==> config.mk <==
export PLATFORM = sky130hd
export DESIGN_NAME = rr_stream_mux
export DESIGN_NICKNAME = d
export VERILOG_FILES = /design/src/rtl/rr_stream_mux.sv
export SDC_FILE = /design/constraint.sdc
export NUM_CORES = 1
export LEC_CHECK = 0
export ABC_AREA = 1
export BUFFER_PORTS_ARGS = -buffer_cell sky130_fd_sc_hd__buf_2
export CORE_AREA = 2 2 51 53
export DETAILED_ROUTE_END_ITERATION = 10
export DIE_AREA = 0 0 53 55
export MAX_ROUTING_LAYER = met4
export PLACE_DENSITY = 0.78
export SLEW_MARGIN = 0
export SYNTH_ARGS = -nofsm -noshare
export SYNTH_HDL_FRONTEND = slang
export SYNTH_SLANG_ARGS = --single-unit
==> constraint.sdc <==
create_clock -name clk -period 2.16 [get_ports clk]
set_clock_uncertainty 0.1 [all_clocks]
set_input_delay 0.432 -clock clk [delete_from_list [all_inputs] [get_ports clk]]
set_output_delay 0.432 -clock clk [all_outputs]
set_load 0.005 [all_outputs]
==> src/rtl/rr_stream_mux.sv <==
// N-to-1 valid/ready stream mux with a one-beat registered output stage.
// Round-robin (MODE=0) or external select (MODE=1); packet lock via RR_MUX_PKT_LOCK_EN.
module rr_stream_mux #(
    parameter int unsigned WIDTH = 8,
    parameter int unsigned NCH   = 4,
    parameter int unsigned MODE  = 0,
    localparam int unsigned SEL_W = (NCH > 1) ? $clog2(NCH) : 1
) (
    input  logic                   clk,
    input  logic                   rst,
    input  logic [NCH*WIDTH-1:0]   x_in,
    input  logic [NCH-1:0]         v_in,
    output logic [NCH-1:0]         r_out,
    input  logic [SEL_W-1:0]       sel_in,
`ifdef RR_MUX_PKT_LOCK_EN
    input  logic [NCH-1:0]         last_in,
    output logic                   m_last,
`endif
    output logic [WIDTH-1:0]       m_out,
    output logic                   m_valid,
    input  logic                   m_ready,
    output logic [SEL_W-1:0]       m_chan
);

    typedef enum logic {
        EMPTY = 1'b0,
        FULL  = 1'b1
    } buf_state_e;

    buf_state_e       state_q, state_d;
    logic [WIDTH-1:0] m_out_q, m_out_d;
    logic [SEL_W-1:0] m_chan_q, m_chan_d;
    logic [SEL_W-1:0] ptr_q, ptr_d;

    logic             load_en;
    logic             xfer;
    logic             grant_valid;
    logic [SEL_W-1:0] grant_idx;
    logic             grant_last;
    logic [WIDTH-1:0] grant_data;
    logic [SEL_W-1:0] ptr_next;

    logic             hi_hit, lo_hit;
    logic [SEL_W-1:0] hi_idx, lo_idx;

    logic             lock_act;
    logic [SEL_W-1:0] lock_sel;

`ifdef RR_MUX_PKT_LOCK_EN
    logic             lock_q, lock_d;
    logic [SEL_W-1:0] lock_ch_q, lock_ch_d;
    logic             m_last_q, m_last_d;

    assign lock_act = lock_q;
    assign lock_sel = lock_ch_q;
    assign m_last   = m_last_q;

    // End-of-packet flag of the granted channel.
    always_comb begin
        grant_last = 1'b0;
        for (int unsigned i = 0; i < NCH; i++) begin
            if (grant_idx == SEL_W'(i)) begin
                grant_last = last_in[i];
            end
        end
    end

    always_comb begin
        lock_d    = lock_q;
        lock_ch_d = lock_ch_q;
        m_last_d  = m_last_q;
        if (xfer) begin
            lock_d    = !grant_last;
            lock_ch_d = grant_idx;
            m_last_d  = grant_last;
        end
    end

    always_ff @(posedge clk or posedge rst) begin
        if (rst) begin
            lock_q    <= 1'b0;
            lock_ch_q <= '0;
            m_last_q  <= 1'b0;
        end else begin
            lock_q    <= lock_d;
            lock_ch_q <= lock_ch_d;
            m_last_q  <= m_last_d;
        end
    end
`else
    // Without packet lock every beat is treated as end-of-packet.
    assign lock_act   = 1'b0;
    assign lock_sel   = '0;
    assign grant_last = 1'b1;
`endif

    assign m_valid = (state_q == FULL);
    assign m_out   = m_out_q;
    assign m_chan  = m_chan_q;

    assign load_en = (state_q == EMPTY) || m_ready;
    assign xfer    = load_en && grant_valid;

    // First valid at or above ptr, and first valid overall for the wrapped search.
    always_comb begin
        hi_hit = 1'b0;
        hi_idx = '0;
        lo_hit = 1'b0;
        lo_idx = '0;
        for (int unsigned i = 0; i < NCH; i++) begin
            if (v_in[i] && !lo_hit) begin
                lo_hit = 1'b1;
                lo_idx = SEL_W'(i);
            end
            if (v_in[i] && !hi_hit && (i >= 32'(ptr_q))) begin
                hi_hit = 1'b1;
                hi_idx = SEL_W'(i);
            end
        end
    end

    always_comb begin
        grant_valid = 1'b0;
        grant_idx   = '0;
        if (lock_act) begin
            for (int unsigned i = 0; i < NCH; i++) begin
                if ((lock_sel == SEL_W'(i)) && v_in[i]) begin
                    grant_valid = 1'b1;
                    grant_idx   = SEL_W'(i);
                end
            end
        end else if (MODE == 0) begin
            grant_valid = hi_hit || lo_hit;
            grant_idx   = hi_hit ? hi_idx : lo_idx;
        end else begin
            // Out-of-range selects match no channel and yield no grant.
            for (int unsigned i = 0; i < NCH; i++) begin
                if ((sel_in == SEL_W'(i)) && v_in[i]) begin
                    grant_valid = 1'b1;
                    grant_idx   = SEL_W'(i);
                end
            end
        end
    end

    always_comb begin
        grant_data = '0;
        for (int unsigned i = 0; i < NCH; i++) begin
            if (grant_idx == SEL_W'(i)) begin
                grant_data = x_in[i*WIDTH +: WIDTH];
            end
        end
    end

    always_comb begin
        r_out = '0;
        for (int unsigned i = 0; i < NCH; i++) begin
            if (!rst && xfer && (grant_idx == SEL_W'(i))) begin
                r_out[i] = 1'b1;
            end
        end
    end

    assign ptr_next = (grant_idx == SEL_W'(NCH - 1)) ? '0 : grant_idx + SEL_W'(1);

    // Output buffer FSM: load on transfer, drain to EMPTY when load_en finds no grant.
    always_comb begin
        state_d  = state_q;
        m_out_d  = m_out_q;
        m_chan_d = m_chan_q;
        ptr_d    = ptr_q;
        case (state_q)
            EMPTY, FULL: begin
                if (load_en) begin
                    if (grant_valid) begin
                        state_d  = FULL;
                        m_out_d  = grant_data;
                        m_chan_d = grant_idx;
                        if ((MODE == 0) && grant_last) begin
                            ptr_d = ptr_next;
                        end
                    end else begin
                        state_d = EMPTY;
                    end
                end
            end
            default: state_d = EMPTY;
        endcase
    end

    always_ff @(posedge clk or posedge rst) begin
        if (rst) begin
            state_q  <= EMPTY;
            m_out_q  <= '0;
            m_chan_q <= '0;
            ptr_q    <= '0;
        end else begin
            state_q  <= state_d;
            m_out_q  <= m_out_d;
            m_chan_q <= m_chan_d;
            ptr_q    <= ptr_d;
        end
    end

endmodule

==> results_dict.tcl, run 1 <==
set metrics [dict create \
    die_w_um 53 \
    setup_viol 4 \
    start_util_pct 41.4 \
    track_usage_pct 20.6 \
    cap_violations 0 \
    synth_top_area_cell "dfrtp_1" \
    num_vias 1168 \
    synth_edf_count 0 \
    ys_ff_latch 13 \
    firstDrtPassIters 4 \
    yosysTopAreaCellShare_pct 33.2 \
    wl_per_cell_um 10.9 \
    syn_area_um2 978 \
    ys_top_cells_by_count "nand2_1, nand3_1, dfrtp_1" \
    cp.arrival_ns 1.71 \
    ys_top_cells_by_area "dfrtp_1, nand2_1, nand3_1" \
    ios 56 \
    outcome "complete, but fails checks" \
    hold_viol 0 \
    critPathKind "reg2out" \
    min_period_ns 2.24 \
    holdWs_ns 0.0856 \
    min_period_over_period_pct 104 \
    final_nets 271 \
    dr.first_iter.drc_count 20 \
    tightest_slew_ns 0.240 \
    p_seq_share_pct 22.7 \
    setup_ws_ns -0.0796 \
    clk_latency_ns 0.26 \
    clk_path_buf_depth 2 \
    cp_max_fo 4 \
    synth_nets 197 \
    synthFlopType "dfrtp_1" \
    slew_headroom_pct 83.9 \
    p_leak_nw 0.885 \
    async_reset_ff_share_pct 100 \
    slew_violations 0 \
    r2r_start "ptr_q[0]" \
    io_buffers 53 \
    power.share.combinational_pct 69.5 \
    switchingPower_uw 776 \
    root_buffer "clkbuf_4" \
    dieArea_um2 2920 \
    antenna_left 0 \
    avgSynthCellArea_um2 6.44 \
    pre_cts_ws_ns -0.0163 \
    routed_wl_um 2790 \
    ir_worst_vdd_mv 0.797 \
    clock_power_share_pct 7.8 \
    rsz0062_at_grt "true" \
    power.internal_mw 1.01 \
    hold_class "in2async" \
    power.density_nw_per_um2 1160 \
    ys_seq_area_share_pct 33.2 \
    core_area_um2 2360 \
    drive_gt1_share_pct 44.4 \
    syn_inst 152 \
    r2r-end "m_out[7]" \
    fp.dieH_um 55 \
    p_sw_share_pct 43.6 \
    clkTransAtPathRegs_ns 0.07 \
    fmax_ghz 0.447 \
    reg2reg_depth 15 \
    yosysWarnings 0 \
    grt_max_degree 15 \
    dpl.hpwl_um 2050 \
    power.total_mw 1.78 \
    cp.required_ns 1.63 \
    cts_buffers 3 \
    violations "negative setup slack" \
    grt_pass1_vias 1001 \
    cts.htree.levels 1 \
    fin_util_pct 64.8 \
    synth.distinct_cells 19 \
    rows 18 \
    cts_tree "built" \
    routed_via_density 4.58 \
    grt_pass1_wl_um 4110 \
    antenna_found_initial 0 \
    numClockSinks 13 \
    gp_congestion 0.829 \
    reg2reg_slack_ns 0.14 \
    critPathLaunchType "flop" \
    insertedDiodeCount 0 \
    yosysMostFrequentCell "nand2_1" \
    grt-ovfl-total 0 \
    syn2layout_area_growth_pct 56.5 \
    drcViolationCount 0 \
    end_kind "output pin" \
]
-- sequential cells by signal, summed over array words and instances, names as in the netlist --
register and flops:
m_out 8, m_chan 2, ptr_q 2, m_valid 1
-- placed cells by master, fill, tap and decap left out, drive strengths merged --
cell type / count
nor3: 1
ha: 4
or2: 8
nor2: 4
buf: 75
nand4: 2
inv: 13
a21oi: 8
clkinv: 1
nand2: 71
o21ai: 1
nand3: 20
clkbuf: 4
dfrtp: 13
-- per-layer routing --
metal | wire, um | track usage, %
met1 | 1130 | 22.5
met2 | 1390 | 34.4
met3 | 158 | 2.42
met4 | 99 | 16.2
met5 | 0 | -
-- layout make-up --
cell class                 count  area [um^2]
tap                           30         37.5
fill                         219          833
inverter                      14         65.1
clock buffer                   4         26.3
sequential                    13          325
timing repair buffer          75          447
multi-input combinational    119          631
-- worst max path at each step --
stage | startpoint | endpoint | slack, ns | cells after the start
2_1_floorplan | v_in[0] | r_out[3] | 0.07 | 11
3_3_place_gp | v_in[0] | r_out[1] | 0.02 | 11
3_5_place_dp | v_in[0] | r_out[1] | -0.02 | 11
4_1_cts | ptr_q[0] | r_out[3] | -0.02 | 11
5_1_grt | ptr_q[0] | r_out[0] | -0.20 | 10
6_report | ptr_q[0] | r_out[0] | -0.08 | 10
-- power groups by stage --
stage                     Combinational [mW]  Sequential (mW)  Clock, mW
after floorplan                        0.614            0.411          0
after global placement                 0.957            0.404          0
after detailed placement               0.975            0.401          0
after CTS                               1.18            0.402      0.144
after global routing                    1.40            0.414      0.158
final                                   1.24            0.404      0.139
-- cells by family after synthesis --
family                     count (synthesis)  synth area share (%)
AOI/OAI and AO/OA                          9                  4.60
adders and majority gates                  4                  5.12
buffers and inverters                     20                  9.59
DFF                                       13                  33.2
and+or+nand+nor                          106                  47.4
-- stage by stage --
stage | instances | TNS [ns] | instance area, um^2
2_1_floorplan | 152 | 0 | 978
4_1_cts | 257 | -0.0373 | 1520
6_report | 255 | -0.286 | 1530
3_3_place_gp | 238 | 0 | 1320
3_5_place_dp | 238 | -0.0176 | 1320
5_1_grt | 255 | -0.810 | 1530
-- critical path: stages, from the launching register on --
cell and delay (ns):
dfrtp_1 0.38, inv_2 0.04, nand2_2 0.07, nand2_2 0.05, nand2_2 0.09, nand4_1 0.18
nand2_4 0.18, ha_1 0.18, inv_1 0.05, nor2_1 0.09, buf_2 0.12
-- timing repair --
action	4_1_cts	5_1_grt
hold buffers	0	0
gates resized for setup	17	8
endpoints found under the setup margin	3	11
buffers inserted	15	1
pin swaps	6	9
No activity file was read; power rests on OpenSTA's default activity.
==> inputs of run 2 (changes only) <==
SKIP_CTS_REPAIR_TIMING = 1   (was not set)
==> results_dict.tcl, run 2 (synthesis gave the netlist of run 1 again) <==
set metrics [dict create \
    outcome "complete, but fails checks" \
    violations "negative setup slack" \
    cap_violations 0 \
    clk_latency_ns 0.26 \
    tightest_slew_ns 0.215 \
    cts_tree "built" \
    stdcell_count 250 \
    power.density_nw_per_um2 1200 \
    r2r-end "m_out[4]" \
    rsz0062_at_grt "true" \
    ios 56 \
    io_buffers 53 \
    clk_path_buf_depth 2 \
    antenna_left 0 \
    critPathLaunchType "flop" \
    dieArea_um2 2920 \
    fp.dieH_um 55 \
    reg2reg_depth 16 \
    clkTransAtPathRegs_ns 0.07 \
    drive_gt1_share_pct 46.4 \
    layout_common_cells "nand2_1, buf_2, nand3_1, buf_4, dfrtp_1" \
    grt-ovfl-total 0 \
    cts_buffers 3 \
    cp-endpoint "r_out[0]" \
    routed_wl_um 2810 \
    num_vias 1160 \
    min_period_over_period_pct 104 \
    dpl.hpwl_um 2050 \
    hold_viol 0 \
    slew_headroom_pct 85.6 \
    critPathKind "reg2out" \
    grt_max_degree 15 \
    dp.cells 238 \
    min_period_ns 2.24 \
    mostFrequentLayoutCell "nand2_1" \
    reg2reg_slack_ns 0.04 \
    ir_worst_vdd_mv 0.841 \
    fmax_ghz 0.446 \
    wl_met3_um 173 \
    track_usage_pct 17.0 \
    numClockSinks 13 \
    core_area_um2 2360 \
    cts.htree.levels 1 \
    grt_pass1_vias 844 \
    startpoint "ptr_q[0]" \
    cp.required_ns 1.63 \
    die_w_um 53 \
    met2_length_um 1460 \
    highest_layer "met4" \
    routed_via_density 4.64 \
    cp_max_fo 4 \
    wl_met1_um 1140 \
    rows 18 \
    antenna_found_initial 0 \
    p_leak_nw 0.867 \
    final_nets 266 \
    power.total_mw 1.82 \
    start_util_pct 41.4 \
    largest_reg_flops 8 \
    setup_viol 4 \
    end_kind "output pin" \
    finalSetupTns_ns -0.288 \
    gp_congestion 0.829 \
    insertedDiodeCount 0 \
    wl_per_cell_um 11.3 \
    drcViolationCount 0 \
    slew_violations 0 \
    grt_pass1_wl_um 3430 \
    dr.first_iter.drc_count 23 \
    setup_ws_ns -0.0842 \
    syn2layout_area_growth_pct 55.4 \
    fin_util_pct 64.3 \
    cp.arrival_ns 1.71 \
    hold_class "in2async" \
    root_buffer "clkbuf_4" \
    firstDrtPassIters 4 \
    r2r_start "ptr_q[0]" \
]
==> run 2: worst min-delay path by stage <==
| stage | start | to | slack [ns] |
|---|---|---|---|
| 4_1_cts | rst | m_out[3] | 0.09 |
| 3_3_place_gp | m_out[7] | m_out[7] | 0.36 |
| 5_1_grt | rst | m_out[3] | 0.10 |
| 2_1_floorplan | rst | m_chan[0] | 0.22 |
| 6_report | rst | m_out[0] | 0.09 |
| 3_5_place_dp | m_out[0] | m_out[0] | 0.36 |
==> run 2: layer usage <==
| metal | vias up | track usage, % |
|---|---|---|
| li1 | 610 | - |
| met1 | 504 | 21.1 |
| met2 | 42 | 28.1 |
| met3 | 4 | 1.34 |
| met4 | 0 | 8.97 |
| met5 | - | - |
==> run 2: critical path, cell delays in order (launching register included) <==
cell	delay [ns]
dfrtp_1	0.40
inv_2	0.06
nand2_2	0.06
buf_4	0.13
nand3_1	0.09
nand2_2	0.08
nand2_2	0.15
buf_6	0.13
ha_4	0.12
inv_2	0.03
nor2_1	0.08
buf_2	0.12
==> run 2: where the power goes <==
part / internal (mW) / switching [mW]
Clock: 0.0714 / 0.0666
Combinational: 0.606 / 0.675
Sequential: 0.348 / 0.0552
==> run 2: area by class of cell <==
class | instances | area (um^2)
Clock buffer | 4 | 26.3
Fill cell | 230 | 845
Inverter | 14 | 60.1
Multi-Input combinational cell | 119 | 649
Sequential cell | 13 | 325
Tap cell | 30 | 37.5
Timing Repair Buffer | 70 | 422
==> run 2: stage by stage <==
step / setup slack [ns] / hold slack, ns / cell area [um^2]
6_report: -0.0842 / 0.0886 / 1520
5_1_grt: -0.173 / 0.101 / 1520
3_5_place_dp: -0.0163 / 0.360 / 1320
3_3_place_gp: 0.0163 / 0.363 / 1320
4_1_cts: -0.170 / 0.0867 / 1350
2_1_floorplan: 0.0663 / 0.217 / 978
==> inputs of run 3 (changes only) <==
ABC_AREA = 0   (was 1)
PLACE_DENSITY = 0.83   (was 0.78)
==> results_dict.tcl, run 3 <==
set metrics [dict create \
    min_period_over_period_pct 107 \
    clkTransAtPathRegs_ns 0.08 \
    fp.dieH_um 55 \
    critPathLaunchType "flop" \
    hold_class "in2reg" \
    critPathKind "reg2out" \
    postLayoutCellArea_um2 1510 \
    dpl.hpwl_um 2340 \
    synth_xor_area_share_pct 0 \
    setup_ws_ns -0.152 \
    finalSetupTns_ns -0.734 \
    synth_simple_gate_area_share_pct 19.8 \
    die_w_um 53 \
    cts_tree "built" \
    cap_violations 0 \
    wl_per_cell_um 13.8 \
    layout_common_cells "buf_2, buf_4, a21oi_1, nand2_1, dfrtp_1" \
    fin_util_pct 63.9 \
    power.total_mw 1.41 \
    clock_power_share_pct 10.4 \
    firstDrtPassIters 4 \
    routed_wl_um 2990 \
    cts_buffers 3 \
    cts.htree.levels 1 \
    ys_top_cells_by_area "dfrtp_1, a21oi_1, a221o_1" \
    root_buffer "clkbuf_4" \
    grt_pass1_wl_um 4340 \
    gp_congestion 0.810 \
    drive_gt1_share_pct 49.2 \
    p_sw_share_pct 38.1 \
    setup_viol 10 \
    synth_top_area_cell "dfrtp_1" \
    dpl_cell_area_um2 1380 \
    ys_top_cells_by_count "a21oi_1, dfrtp_1, nand2_1" \
    end_kind "output pin" \
    power.density_nw_per_um2 936 \
    cp.required_ns 1.63 \
    insertedDiodeCount 0 \
    grt-ovfl-total 0 \
    synth_compound_area_share_pct 31.5 \
    ios 56 \
    synthFlopType "dfrtp_1" \
    io_buffers 53 \
    clk_latency_ns 0.28 \
    grt_max_degree 17 \
    power.internal_uw 876 \
    pre_cts_ws_ns -0.275 \
    yosysWarnings 0 \
    yosysTopAreaCellShare_pct 34.2 \
    num_vias 1185 \
    ys_ff_latch 13 \
    slew_headroom_pct 71.9 \
    syn_area_um2 952 \
    syn_inst 115 \
    synth.distinct_cells 27 \
    slew_violations 0 \
    power.share.combinational_pct 60.9 \
    track_usage_pct 21.0 \
    synth_edf_count 0 \
    core_area_um2 2360 \
    dieArea_um2 2920 \
    numClockSinks 13 \
    synthMuxAreaShare_pct 1.18 \
    min_period_ns 2.31 \
    synth_nets 160 \
    p_leak_nw 0.755 \
    cp_max_fo 3 \
    rows 18 \
    syn2layout_area_growth_pct 58.7 \
    hold_viol 0 \
    yosysMostFrequentCell "a21oi_1" \
    avgSynthCellArea_um2 8.28 \
    register_area_um2 327 \
    largest_reg_flops 8 \
    start_util_pct 40.3 \
    fill_cells 205 \
    fmax_ghz 0.432 \
    tightest_slew_ns 0.422 \
    ys_seq_area_share_pct 34.2 \
    antenna_left 0 \
    mostFrequentLayoutCell "buf_2" \
    outcome "complete, but fails checks" \
    cp.arrival_ns 1.78 \
    switchingPower_uw 538 \
    ir_worst_vdd_mv 0.737 \
    synth_top_family_by_area "compound AO/OA/AOI/OAI gates" \
    clk_path_buf_depth 2 \
    violations "negative setup slack" \
    grt_pass1_vias 1032 \
    final_nets 233 \
    rsz0062_at_grt "true" \
    p_seq_share_pct 28.7 \
    antenna_found_initial 0 \
    synth_fa_ha_area_share_pct 5.26 \
    drcViolationCount 0 \
    async_reset_ff_share_pct 100 \
    routed_via_density 5.46 \
    multiInputGateArea_um2 622 \
    dr.first_iter.drc_count 31 \
]
run 3: changes by cell type after synthesis, moves of 6 or more:
cell / change
nand2_1: -57
nand3_1: -19
a21oi_1: +10
a31oi_1: +9
a221o_1: +8
nand3b_1: +8
or2_0: -6
run 3: final timing paths:
check	startpoint	to	slack, ns	cells after the start
max in group asynchronous	rst	m_chan[0]	1.04	4
min in group asynchronous	rst	ptr_q[1]	0.50	3
setup reg to reg	ptr_q[0]	m_out[6]	-0.06	9
hold reg to reg	m_chan[1]	m_chan[1]	0.45	2
setup / recovery	ptr_q[0]	r_out[2]	-0.15	7
hold / removal	x_in[30]	m_out[6]	0.31	3
run 3: kinds of logic (layout without fill, tap and decap cells):
family / Yosys count / in the layout
flops: 13 / 13
compound gates: 44 / 44
buf+inv: 19 / 91
mux: 1 / 1
simple gates: 34 / 34
fa+ha+maj: 4 / 4
run 3: cell type report:
cell class	count	share of cell area (%)
tap	30	2.48
sequential	13	21.6
timing repair buffer	77	30.5
multi-input combinational	83	41.1
clock buffer	4	1.74
inverter	10	2.48
run 3: power by group through the flow:
stage / logic (mW) / clock network (mW) / registers, mW
floorplan: 0.417 / 0 / 0.397
global placement: 0.736 / 0 / 0.391
detailed placement: 0.770 / 0 / 0.398
CTS: 0.773 / 0.151 / 0.394
global route: 0.944 / 0.164 / 0.418
finish: 0.862 / 0.147 / 0.406
run 3: per-layer routing:
metal / vias to the layer above / wire length (um) / GRT usage [%]
met1: 539 / 1230 / 24.1
met4: 0 / 88 / 7.26
met2: 67 / 1420 / 37.5
met5: - / 0 / -
li1: 568 / - / -
met3: 11 / 255 / 3.23
run 3: worst max-delay path, cell delays in order (launching register included):
cell      delay (ns)
dfrtp_1         0.41
nand2b_4        0.16
a21oi_2         0.07
buf_4           0.15
nor2_1          0.24
ha_2            0.23
and3_1          0.14
buf_2           0.11
run 3: stage by stage:
step / hold slack, ns / std cells
floorplan: 0.230 / 115
global placement: 0.237 / 209
detailed placement: 0.237 / 209
CTS: -0.0660 / 213
global route: 0.320 / 217
finish: 0.305 / 217
